<file path="src/rtl/mem_port_arbiter_pkg.sv">
// Shared encodings for the unified memory port arbiter.
// State and owner types used by the arbiter and its bench.
package mem_port_arbiter_pkg;

    typedef enum logic [1:0] {
        ARB_IDLE   = 2'd0,
        ARB_ACCESS = 2'd1,
        ARB_ACK    = 2'd2
    } arb_state_e;

    typedef enum logic {
        OWNER_I = 1'b0,
        OWNER_D = 1'b1
    } owner_e;

endpackage

</file>
<file path="src/rtl/mem_port_arbiter_if.sv">
// Fetch, data and memory-side bus bundle for the port arbiter.
// slave is the arbiter's view; master is the cpu/memory view.
interface mem_port_arbiter_if #(
    parameter int W = 16
);
    logic         i_req;
    logic         i_write;
    logic [W-1:0] i_addr;
    logic [W-1:0] i_wdata;
    logic         i_ack;
    logic [W-1:0] i_rdata;

    logic         d_req;
    logic         d_write;
    logic [W-1:0] d_addr;
    logic [W-1:0] d_wdata;
    logic         d_ack;
    logic [W-1:0] d_rdata;

    logic         m_read;
    logic         m_write;
    logic [W-1:0] m_addr;
    logic [W-1:0] m_wdata;
    logic [W-1:0] m_rdata;

    logic         busy;

    modport slave (
        input  i_req, i_write, i_addr, i_wdata,
        input  d_req, d_write, d_addr, d_wdata,
        input  m_rdata,
        output i_ack, i_rdata, d_ack, d_rdata,
        output m_read, m_write, m_addr, m_wdata,
        output busy
    );

    modport master (
        output i_req, i_write, i_addr, i_wdata,
        output d_req, d_write, d_addr, d_wdata,
        output m_rdata,
        input  i_ack, i_rdata, d_ack, d_rdata,
        input  m_read, m_write, m_addr, m_wdata,
        input  busy
    );

endinterface

</file>
<file path="src/rtl/mem_port_arbiter.sv">
// Shares one fixed-latency memory between fetch and data sides.
// Data wins ties; a fetch that has waited STARVE_LIMIT cycles wins.
module mem_port_arbiter
    import mem_port_arbiter_pkg::*;
#(
    parameter int WORD_SIZE    = 16,
    parameter int LATENCY      = 2,
    parameter int STARVE_LIMIT = 4
) (
    input logic clk,
    input logic reset,
    mem_port_arbiter_if.slave bus
);

    localparam int CW = (LATENCY > 1) ? $clog2(LATENCY) : 1;
    localparam int WW = $clog2(STARVE_LIMIT + 1);
    localparam logic [CW-1:0] CNT_LOAD = CW'(LATENCY - 1);
    localparam logic [WW-1:0] WAIT_MAX = WW'(STARVE_LIMIT);

    arb_state_e           state_q, state_d;
    owner_e               owner_q, owner_d;
    logic [CW-1:0]        cnt_q, cnt_d;
    logic [WW-1:0]        wait_q, wait_d;
    logic [WORD_SIZE-1:0] addr_q, addr_d;
    logic [WORD_SIZE-1:0] wdata_q, wdata_d;
    logic                 write_q, write_d;
    logic                 m_read_q, m_read_d;
    logic                 m_write_q, m_write_d;
    logic                 i_ack_q, i_ack_d;
    logic                 d_ack_q, d_ack_d;
    logic [WORD_SIZE-1:0] i_rdata_q, i_rdata_d;
    logic [WORD_SIZE-1:0] d_rdata_q, d_rdata_d;
    logic                 grant_i, grant_d;

    always_comb begin
        state_d   = state_q;
        owner_d   = owner_q;
        cnt_d     = cnt_q;
        addr_d    = addr_q;
        wdata_d   = wdata_q;
        write_d   = write_q;
        m_read_d  = m_read_q;
        m_write_d = m_write_q;
        i_ack_d   = i_ack_q;
        d_ack_d   = d_ack_q;
        i_rdata_d = i_rdata_q;
        d_rdata_d = d_rdata_q;
        grant_i   = 1'b0;
        grant_d   = 1'b0;

        unique case (state_q)
            ARB_IDLE: begin
                grant_i = bus.i_req && (!bus.d_req || wait_q >= WAIT_MAX);
                grant_d = bus.d_req && !grant_i;
                if (grant_i || grant_d) begin
                    state_d   = ARB_ACCESS;
                    cnt_d     = CNT_LOAD;
                    owner_d   = grant_i ? OWNER_I : OWNER_D;
                    addr_d    = grant_i ? bus.i_addr : bus.d_addr;
                    wdata_d   = grant_i ? bus.i_wdata : bus.d_wdata;
                    write_d   = grant_i ? bus.i_write : bus.d_write;
                    m_read_d  = !write_d;
                    m_write_d = write_d;
                end
            end
            ARB_ACCESS: begin
                if (cnt_q == '0) begin
                    state_d   = ARB_ACK;
                    m_read_d  = 1'b0;
                    m_write_d = 1'b0;
                    if (owner_q == OWNER_I) begin
                        i_ack_d = 1'b1;
                        if (!write_q) i_rdata_d = bus.m_rdata;
                    end else begin
                        d_ack_d = 1'b1;
                        if (!write_q) d_rdata_d = bus.m_rdata;
                    end
                end else begin
                    cnt_d = cnt_q - CW'(1);
                end
            end
            // Owner's req is still high here, so no arbitration.
            ARB_ACK: begin
                state_d = ARB_IDLE;
                i_ack_d = 1'b0;
                d_ack_d = 1'b0;
            end
            default: state_d = ARB_IDLE;
        endcase

        wait_d = wait_q;
        if (grant_i || !bus.i_req) begin
            wait_d = '0;
        end else if (wait_q < WAIT_MAX) begin
            wait_d = wait_q + WW'(1);
        end
    end

    always_ff @(posedge clk or posedge reset) begin
        if (reset) begin
            state_q   <= ARB_IDLE;
            owner_q   <= OWNER_D;
            cnt_q     <= '0;
            wait_q    <= '0;
            addr_q    <= '0;
            wdata_q   <= '0;
            write_q   <= 1'b0;
            m_read_q  <= 1'b0;
            m_write_q <= 1'b0;
            i_ack_q   <= 1'b0;
            d_ack_q   <= 1'b0;
            i_rdata_q <= '0;
            d_rdata_q <= '0;
        end else begin
            state_q   <= state_d;
            owner_q   <= owner_d;
            cnt_q     <= cnt_d;
            wait_q    <= wait_d;
            addr_q    <= addr_d;
            wdata_q   <= wdata_d;
            write_q   <= write_d;
            m_read_q  <= m_read_d;
            m_write_q <= m_write_d;
            i_ack_q   <= i_ack_d;
            d_ack_q   <= d_ack_d;
            i_rdata_q <= i_rdata_d;
            d_rdata_q <= d_rdata_d;
        end
    end

    assign bus.m_read  = m_read_q;
    assign bus.m_write = m_write_q;
    assign bus.m_addr  = addr_q;
    assign bus.m_wdata = wdata_q;
    assign bus.i_ack   = i_ack_q;
    assign bus.d_ack   = d_ack_q;
    assign bus.i_rdata = i_rdata_q;
    assign bus.d_rdata = d_rdata_q;
    assign bus.busy    = (state_q != ARB_IDLE);

endmodule

</file>
<file path="src/flat_wrapper.sv">
// flat-port wrapper written by rule: the top's interface ports become plain ports
module mem_port_arbiter_flat import mem_port_arbiter_pkg::*;
#(
    parameter int WORD_SIZE    = 16,
    parameter int LATENCY      = 2,
    parameter int STARVE_LIMIT = 4
)
  (clk, reset, bus_i_req, bus_i_write, bus_i_addr, bus_i_wdata, bus_d_req, bus_d_write, bus_d_addr, bus_d_wdata, bus_m_rdata, bus_i_ack, bus_i_rdata, bus_d_ack, bus_d_rdata, bus_m_read, bus_m_write, bus_m_addr, bus_m_wdata, bus_busy);
  mem_port_arbiter_if #(.W(16)) bus_i ();
  input logic clk;
  input logic reset;
  input wire logic [$bits(bus_i.i_req)-1:0] bus_i_req;
  input wire logic [$bits(bus_i.i_write)-1:0] bus_i_write;
  input wire logic [$bits(bus_i.i_addr)-1:0] bus_i_addr;
  input wire logic [$bits(bus_i.i_wdata)-1:0] bus_i_wdata;
  input wire logic [$bits(bus_i.d_req)-1:0] bus_d_req;
  input wire logic [$bits(bus_i.d_write)-1:0] bus_d_write;
  input wire logic [$bits(bus_i.d_addr)-1:0] bus_d_addr;
  input wire logic [$bits(bus_i.d_wdata)-1:0] bus_d_wdata;
  input wire logic [$bits(bus_i.m_rdata)-1:0] bus_m_rdata;
  output wire logic [$bits(bus_i.i_ack)-1:0] bus_i_ack;
  output wire logic [$bits(bus_i.i_rdata)-1:0] bus_i_rdata;
  output wire logic [$bits(bus_i.d_ack)-1:0] bus_d_ack;
  output wire logic [$bits(bus_i.d_rdata)-1:0] bus_d_rdata;
  output wire logic [$bits(bus_i.m_read)-1:0] bus_m_read;
  output wire logic [$bits(bus_i.m_write)-1:0] bus_m_write;
  output wire logic [$bits(bus_i.m_addr)-1:0] bus_m_addr;
  output wire logic [$bits(bus_i.m_wdata)-1:0] bus_m_wdata;
  output wire logic [$bits(bus_i.busy)-1:0] bus_busy;
  assign bus_i.i_req = bus_i_req;
  assign bus_i.i_write = bus_i_write;
  assign bus_i.i_addr = bus_i_addr;
  assign bus_i.i_wdata = bus_i_wdata;
  assign bus_i.d_req = bus_d_req;
  assign bus_i.d_write = bus_d_write;
  assign bus_i.d_addr = bus_d_addr;
  assign bus_i.d_wdata = bus_d_wdata;
  assign bus_i.m_rdata = bus_m_rdata;
  assign bus_i_ack = bus_i.i_ack;
  assign bus_i_rdata = bus_i.i_rdata;
  assign bus_d_ack = bus_i.d_ack;
  assign bus_d_rdata = bus_i.d_rdata;
  assign bus_m_read = bus_i.m_read;
  assign bus_m_write = bus_i.m_write;
  assign bus_m_addr = bus_i.m_addr;
  assign bus_m_wdata = bus_i.m_wdata;
  assign bus_busy = bus_i.busy;
  mem_port_arbiter #(.WORD_SIZE(WORD_SIZE), .LATENCY(LATENCY), .STARVE_LIMIT(STARVE_LIMIT)) u_core (.clk(clk), .reset(reset), .bus(bus_i));
endmodule
</file>
<file path="config.mk">
export PLATFORM = sky130hd
export DESIGN_NAME = mem_port_arbiter_flat
export DESIGN_NICKNAME = d
export VERILOG_FILES = /design/src/rtl/mem_port_arbiter_pkg.sv /design/src/rtl/mem_port_arbiter_if.sv /design/src/rtl/mem_port_arbiter.sv /design/src/flat_wrapper.sv
export SDC_FILE = /design/constraint.sdc
export NUM_CORES = 1
export LEC_CHECK = 0
export CELL_PAD_IN_SITES_DETAIL_PLACEMENT = 1
export CELL_PAD_IN_SITES_GLOBAL_PLACEMENT = 1
export CORE_AREA = 2 2 118 120
export DETAILED_ROUTE_END_ITERATION = 6
export DIE_AREA = 0 0 120 122
export PLACE_DENSITY_LB_ADDON = 0.1
export SLEW_MARGIN = 10
export SYNTH_ARGS = -nofsm -noshare
export SYNTH_HDL_FRONTEND = slang
export SYNTH_SLANG_ARGS = --single-unit
</file>
<file path="constraint.sdc">
create_clock -name clk -period 2.45 [get_ports clk]
set_input_delay 0.3675 -clock clk [delete_from_list [all_inputs] [get_ports clk]]
set_output_delay 0.3675 -clock clk [all_outputs]
set_load 0.03 [all_outputs]
</file>
# After elaboration in Yosys (flattened, before gate mapping)
# Cells that the tools add are included.
[word_totals] reg_bits=76 latchBits=0 mem_bits_rw=0 romBits=0 inputBits=86 out_inout_bits=69 wordCells=72 n_memories=0
[op_classes] add_sub_neg=2 mul=0 div=0 order_cmp=2 n_eq_ne=6 n_shift=0 mux=24 n_bitwise=3 n_reduce_logical=22
[ops] cell="16-bit two-way mux" n=2
[ops] cell="1-bit two-way mux" n=12
[ops] cell="1-bit one-hot mux with 2 select lines" n=5
[ops] cell="3-bit AND reduction" n=3
[ops] cell="4-bit AND reduction" n=2
[ops] cell="2-bit nonzero test" n=4
[ops] cell="3-bit two-way mux" n=2
[ops] cell="2-bit AND reduction" n=3
[ops] cell="1-bit zero test" n=4
[ops] cell="2-bit two-way mux" n=2
[ops] cell="2-bit by 1-bit inequality test with 1-bit output, second input constant" n=2
[ops] cell="2-bit inequality test, second input constant" n=2
[ops] cell="2-bit one-hot mux with 2 select lines" n=1
[ops] cell="3-bit by 1-bit adder with 3-bit output, second input constant" n=1
[ops] cell="3-bit greater-or-equal comparator, second input constant" n=1
[ops] cell="1-bit logical OR" n=3
[ops] cell="3-bit < comparator, second input constant" n=1
[ops] cell="1-bit NOT" n=3
[ops] cell="2-bit by 1-bit equality test with 1-bit output, second input constant" n=1
[ops] cell="2-bit equality test, second input constant" n=1
[ops] cell="1-bit logical AND" n=2
[ops] cell="2-bit zero test" n=1
[ops] cell="1-bit subtractor, second input constant" n=1

# Depth between registers and ports, before layout
[depth] depth_word=8 depth_mapped=7 depth_no_buf=6

# Worst setup path before layout
# OpenSTA, ideal clock, no wires.
[synth_timing] path_kind="reg-to-reg" from="register u_core.state_q[0]" to="register u_core.state_q[0]" arrival_ns=1.768 t_required_ns=2.325 path_slack_ns=0.557 stages_incl_launch_ff=7 period_less_slack_ns=1.893 cell_sequence="dfrtp_1 > inv_1 > ha_1 > inv_1 > or3_1 > nand2_1 > mux2_2"
[synth_between] elab_chain_cells=3
[synth_lines] element="start: declaration" line_no="mem_port_arbiter.sv:20" text="arb_state_e state_q, state_d;"
[synth_lines] element="start signal: assignment" line_no="mem_port_arbiter.sv:115" text="state_q <= state_d;"
[synth_lines] element="2-bit by 1-bit equality test with 1-bit output or 2-bit zero test (tied branches)" line_no="mem_port_arbiter.sv:51" text="unique case (state_q)"
[synth_lines] element="2-bit inequality test (no source line) or 2-bit by 1-bit inequality test with 1-bit output (tied branches)"
[synth_lines] element="2-bit AND reduction (no source line)"
# Parallel ways exist; a longest one is shown, timed or not.
# A chain may end at the register's enable or synchronous reset.

# Worst setup path in the final report
[layout_timing] from="register u_core.state_q[0]" to="output bus_busy"
[layout_between] elab_chain_cells=1
[layout_lines] element="2-bit nonzero test" line_no="mem_port_arbiter.sv:139" text="assign bus.busy = (state_q != ARB_IDLE);"
[layout_lines] element="end: declaration" line_no="flat_wrapper.sv:29" text="output wire logic [$bits(bus_i.busy)-1:0] bus_busy;"
# No other way between the ends.

==> summary.txt <==
GRT
  • Antenna violations before repair: 0
  • Met2 Use GR: 22.3%
  • Largest net degree at the start of global routing: 69
  • GRT busiest layer: met2
  • First-pass GRT wire length: 14900 microns
  • Total Routing Usage GR: 13.4%
  • GR Layer Usage met3: 3.79%
  • Vias in the first global route: 2706
  • M1 GR Usage: 16.4%
  • Overflow after GRT: 0

Final layout
  • Diodes inserted: 0
  • Nets@finish: 517
  • Fillers: 1436
  • Final instance area: 5420 sq um
  • Finished Layout Cells: 610
  • Synth-to-layout area growth: 63.9%
  • FF/Latch Area: 1900 sq um
  • Multi-input gate area: 1310 sq um
  • Layout cell share with drive strength beyond 1: 14.4%

Power
  • Power per cell area: 1360 nW/um^2
  • Combinational fraction of design power: 49.9%
  • Maximum vdd drop: 431 uV
  • Cell leakage power: 2.39 nW
  • Power share of the clock group: 20.3%
  • Psw: 2.88 mW
  • Sw Share: 39.2%
  • Internal: 4.47 mW
  • Seq pwr share: 29.8%

Synthesis
  • Post-synth EDFFs: 0
  • Syn Inst Count: 267
  • Primary FF master, synth: dfrtp_1
  • Top cells by area, synth: dfrtp_1, mux2_2, mux2i_1, o21ai_0, nand2_1
  • Synth top cells by count: dfrtp_1, nand2_1, mux2_2
  • Avg Inst Size Synth: 12.4 sq um
  • Sequential share of the synthesized area: 57.6%
  • Cell variety after synth: 30
  • Top-area cell type share of the netlist area: 56.8%
  • Most frequent cell after synthesis: dfrtp_1
  • FFs w/ async S/R, synth: 100%
  • Biggest area consumer among synthesized cells: dfrtp_1
  • Register bit total from synthesis: 76
  • YS warnings: 0
  • Cell Area, Synth: 3310 sq um
  • Syn nets: 359

Worst setup path
  • Cell mode on critical path: inv_1
  • CP max FO: 4
  • Crit path DAT: 1.85 ns
  • Crit-path cells: inv_1, ha_1, inv_1, clkdlybuf4s50_1
  • Critical Path Sink Type: output pin
  • Slowest cell delay on critical path: 0.68 ns
  • Crit start category: flip-flop
  • CP required: 2.08 ns
  • CP max stage cell: clkdlybuf4s50_1
  • CP delay by family, top: buffers and inverters
  • WS Path Type: reg2out
  • Buffers and inverters on the worst path: 3

Floorplanning
  • Top Ports: 155
  • Core Region: 13500 sq um
  • Row cnt: 43
  • Die area: 14600 sq um
  • Die Height: 122 microns
  • Starting Density: 24.5%
  • Die W: 120 microns

Clocking
  • Post-cts sizing count: 0
  • Worst-path clk slew: 0.06 ns
  • Inserted Clock Buffers: 9
  • Skew-Pair Late Insertion Delay: 0.34 ns
  • CTS tree: done
  • Hold_buf cts: 0
  • H-tree depth: 3
  • Clock buffer depth: 2
  • Clk root buf: clkbuf_16
  • Post-CTS Setup Bufs: 0
  • CTS Sinks: 76

Drt
  • Antenna-violating nets left: 0
  • DRC Markers: 0
  • Vias/cell: 4.20
  • Total length of routed wires: 9520 microns
  • Drt wl/cell: 15.6 microns
  • Drt pass-1 iters: 4
  • Via count: 2562
  • DRT iter0 DRCs: 67

Hold path
  • Hold Crit Class: in2async

Timing
  • Fin Setup TNS: 0 ns
  • Final Critical Period: 2.21 ns
  • Worst Skew: 0.00579 ns
  • Final Max Tran Viols: 0
  • RSZ-0062 raised after global routing: false
  • Tcrit/Tclk final: 90.4%
  • Setup violators final: 0
  • Worst Tran Pin Value: 0.472 ns
  • Fmax: 452 MHz
  • Slew margin rel.: 68.5%
  • Final hold vios: 0

Placement
  • IO Port Bufs: 154
  • Placed cells: 594
  • Area of placed instances: 5080 sq um
  • Routability congestion estimate: 0.707
  • Estimated wirelength of the detail-placed design: 6900 microns

Run status
  • Status: finished, final reports clean

Job
  • Maxcap violations: 0
-- per-stage QoR --
stage	total power, mW	utilization, %	worst slack (ns)	hold WS, ns
5_1_grt	7.81	40.1	0.118	0.407
3_3_place_gp	5.88	37.6	0.467	0.461
2_1_floorplan	4.33	-	0.146	0.437
4_1_cts	7.49	40.1	0.199	0.355
3_5_place_dp	5.95	37.6	0.418	0.469
6_report	7.36	40.1	0.235	0.351
-- power groups by stage --
stage                     Clock [mW]  Combinational [mW]  Sequential (mW)
after detailed placement           0                3.72             2.23
after floorplan                    0                1.06             3.27
final                           1.50                3.67             2.19
after global routing            1.62                3.90             2.29
after global placement             0                3.69             2.19
after CTS                       1.56                3.73             2.20
-- area by class of cell --
| class | instances | share of cell area [%] |
|---|---|---|
| timing repair buffer | 160 | 30.0 |
| tap | 180 | 4.16 |
| clock buffer | 13 | 4.99 |
| sequential | 76 | 35.1 |
| multi-input combinational | 174 | 24.2 |
| clock inverter | 3 | 1.25 |
| inverter | 4 | 0.300 |
-- registers in the layout (all words and copies together), names as in the netlist --
| register | flops |
|---|---|
| u_core.bus.d_ack | 1 |
| u_core.bus.d_rdata | 16 |
| u_core.bus.i_ack | 1 |
| u_core.bus.i_rdata | 16 |
| u_core.bus.m_addr | 16 |
| u_core.bus.m_read | 1 |
| u_core.bus.m_wdata | 16 |
| u_core.bus.m_write | 1 |
| u_core.cnt_q | 1 |
| u_core.owner_q | 1 |
| u_core.state_q | 2 |
| u_core.wait_q | 3 |
| u_core.write_q | 1 |
-- cells in the final DEF, fill, tap and decap left out, types with 3 or more instances in the layout --
cell,n
clkdlybuf4s50_1,154
dfrtp_1,75
nand2_1,37
mux2_2,34
mux2i_1,33
o21ai_0,32
clkbuf_16,9
ha_1,6
o21ai_1,5
a21oi_1,5
inv_1,3
nor2b_1,3
clkbuf_8,3
buf_4,3
buf_12,3
-- worst register-to-register path, cell delays in order, from the launching register on --
cell and delay (ns):
dfrtp_1 0.38, inv_1 0.13, ha_1 0.32, and4bb_2 0.59, mux2_2 0.40
-- kinds of logic after synthesis --
| group | count (synthesis) | share of synthesized area [%] |
|---|---|---|
| and+or+nand+nor | 51 | 7.38 |
| adders and majority gates | 6 | 2.27 |
| buffers and inverters | 17 | 3.10 |
| DFF | 76 | 57.6 |
| AOI/OAI and AO/OA | 50 | 8.10 |
| muxes | 67 | 21.6 |
-- worst paths after layout --
kind | end | start | slack, ns | depth (start not counted)
min reg2reg | u_core.bus.m_wdata[7] | u_core.bus.m_wdata[7] | 0.47 | 2
max reg2reg | u_core.bus.d_rdata[6] | u_core.state_q[1] | 0.51 | 4
min in group clk | u_core.bus.m_wdata[7] | u_core.bus.m_wdata[7] | 0.47 | 2
min | u_core.bus.d_rdata[11] | reset | 0.35 | 2
max | bus_busy | u_core.state_q[0] | 0.24 | 4
max in group asynchronous | u_core.bus.m_wdata[6] | reset | 1.54 | 3
-- per-layer routing --
layer / vias to the layer above / wire [microns]
li1: 1246 / -
met1: 1236 / 4060
met2: 68 / 4810
met3: 12 / 495
met4: 0 / 157
met5: - / 0
Note: power is estimated with default switching activity, not from simulation.
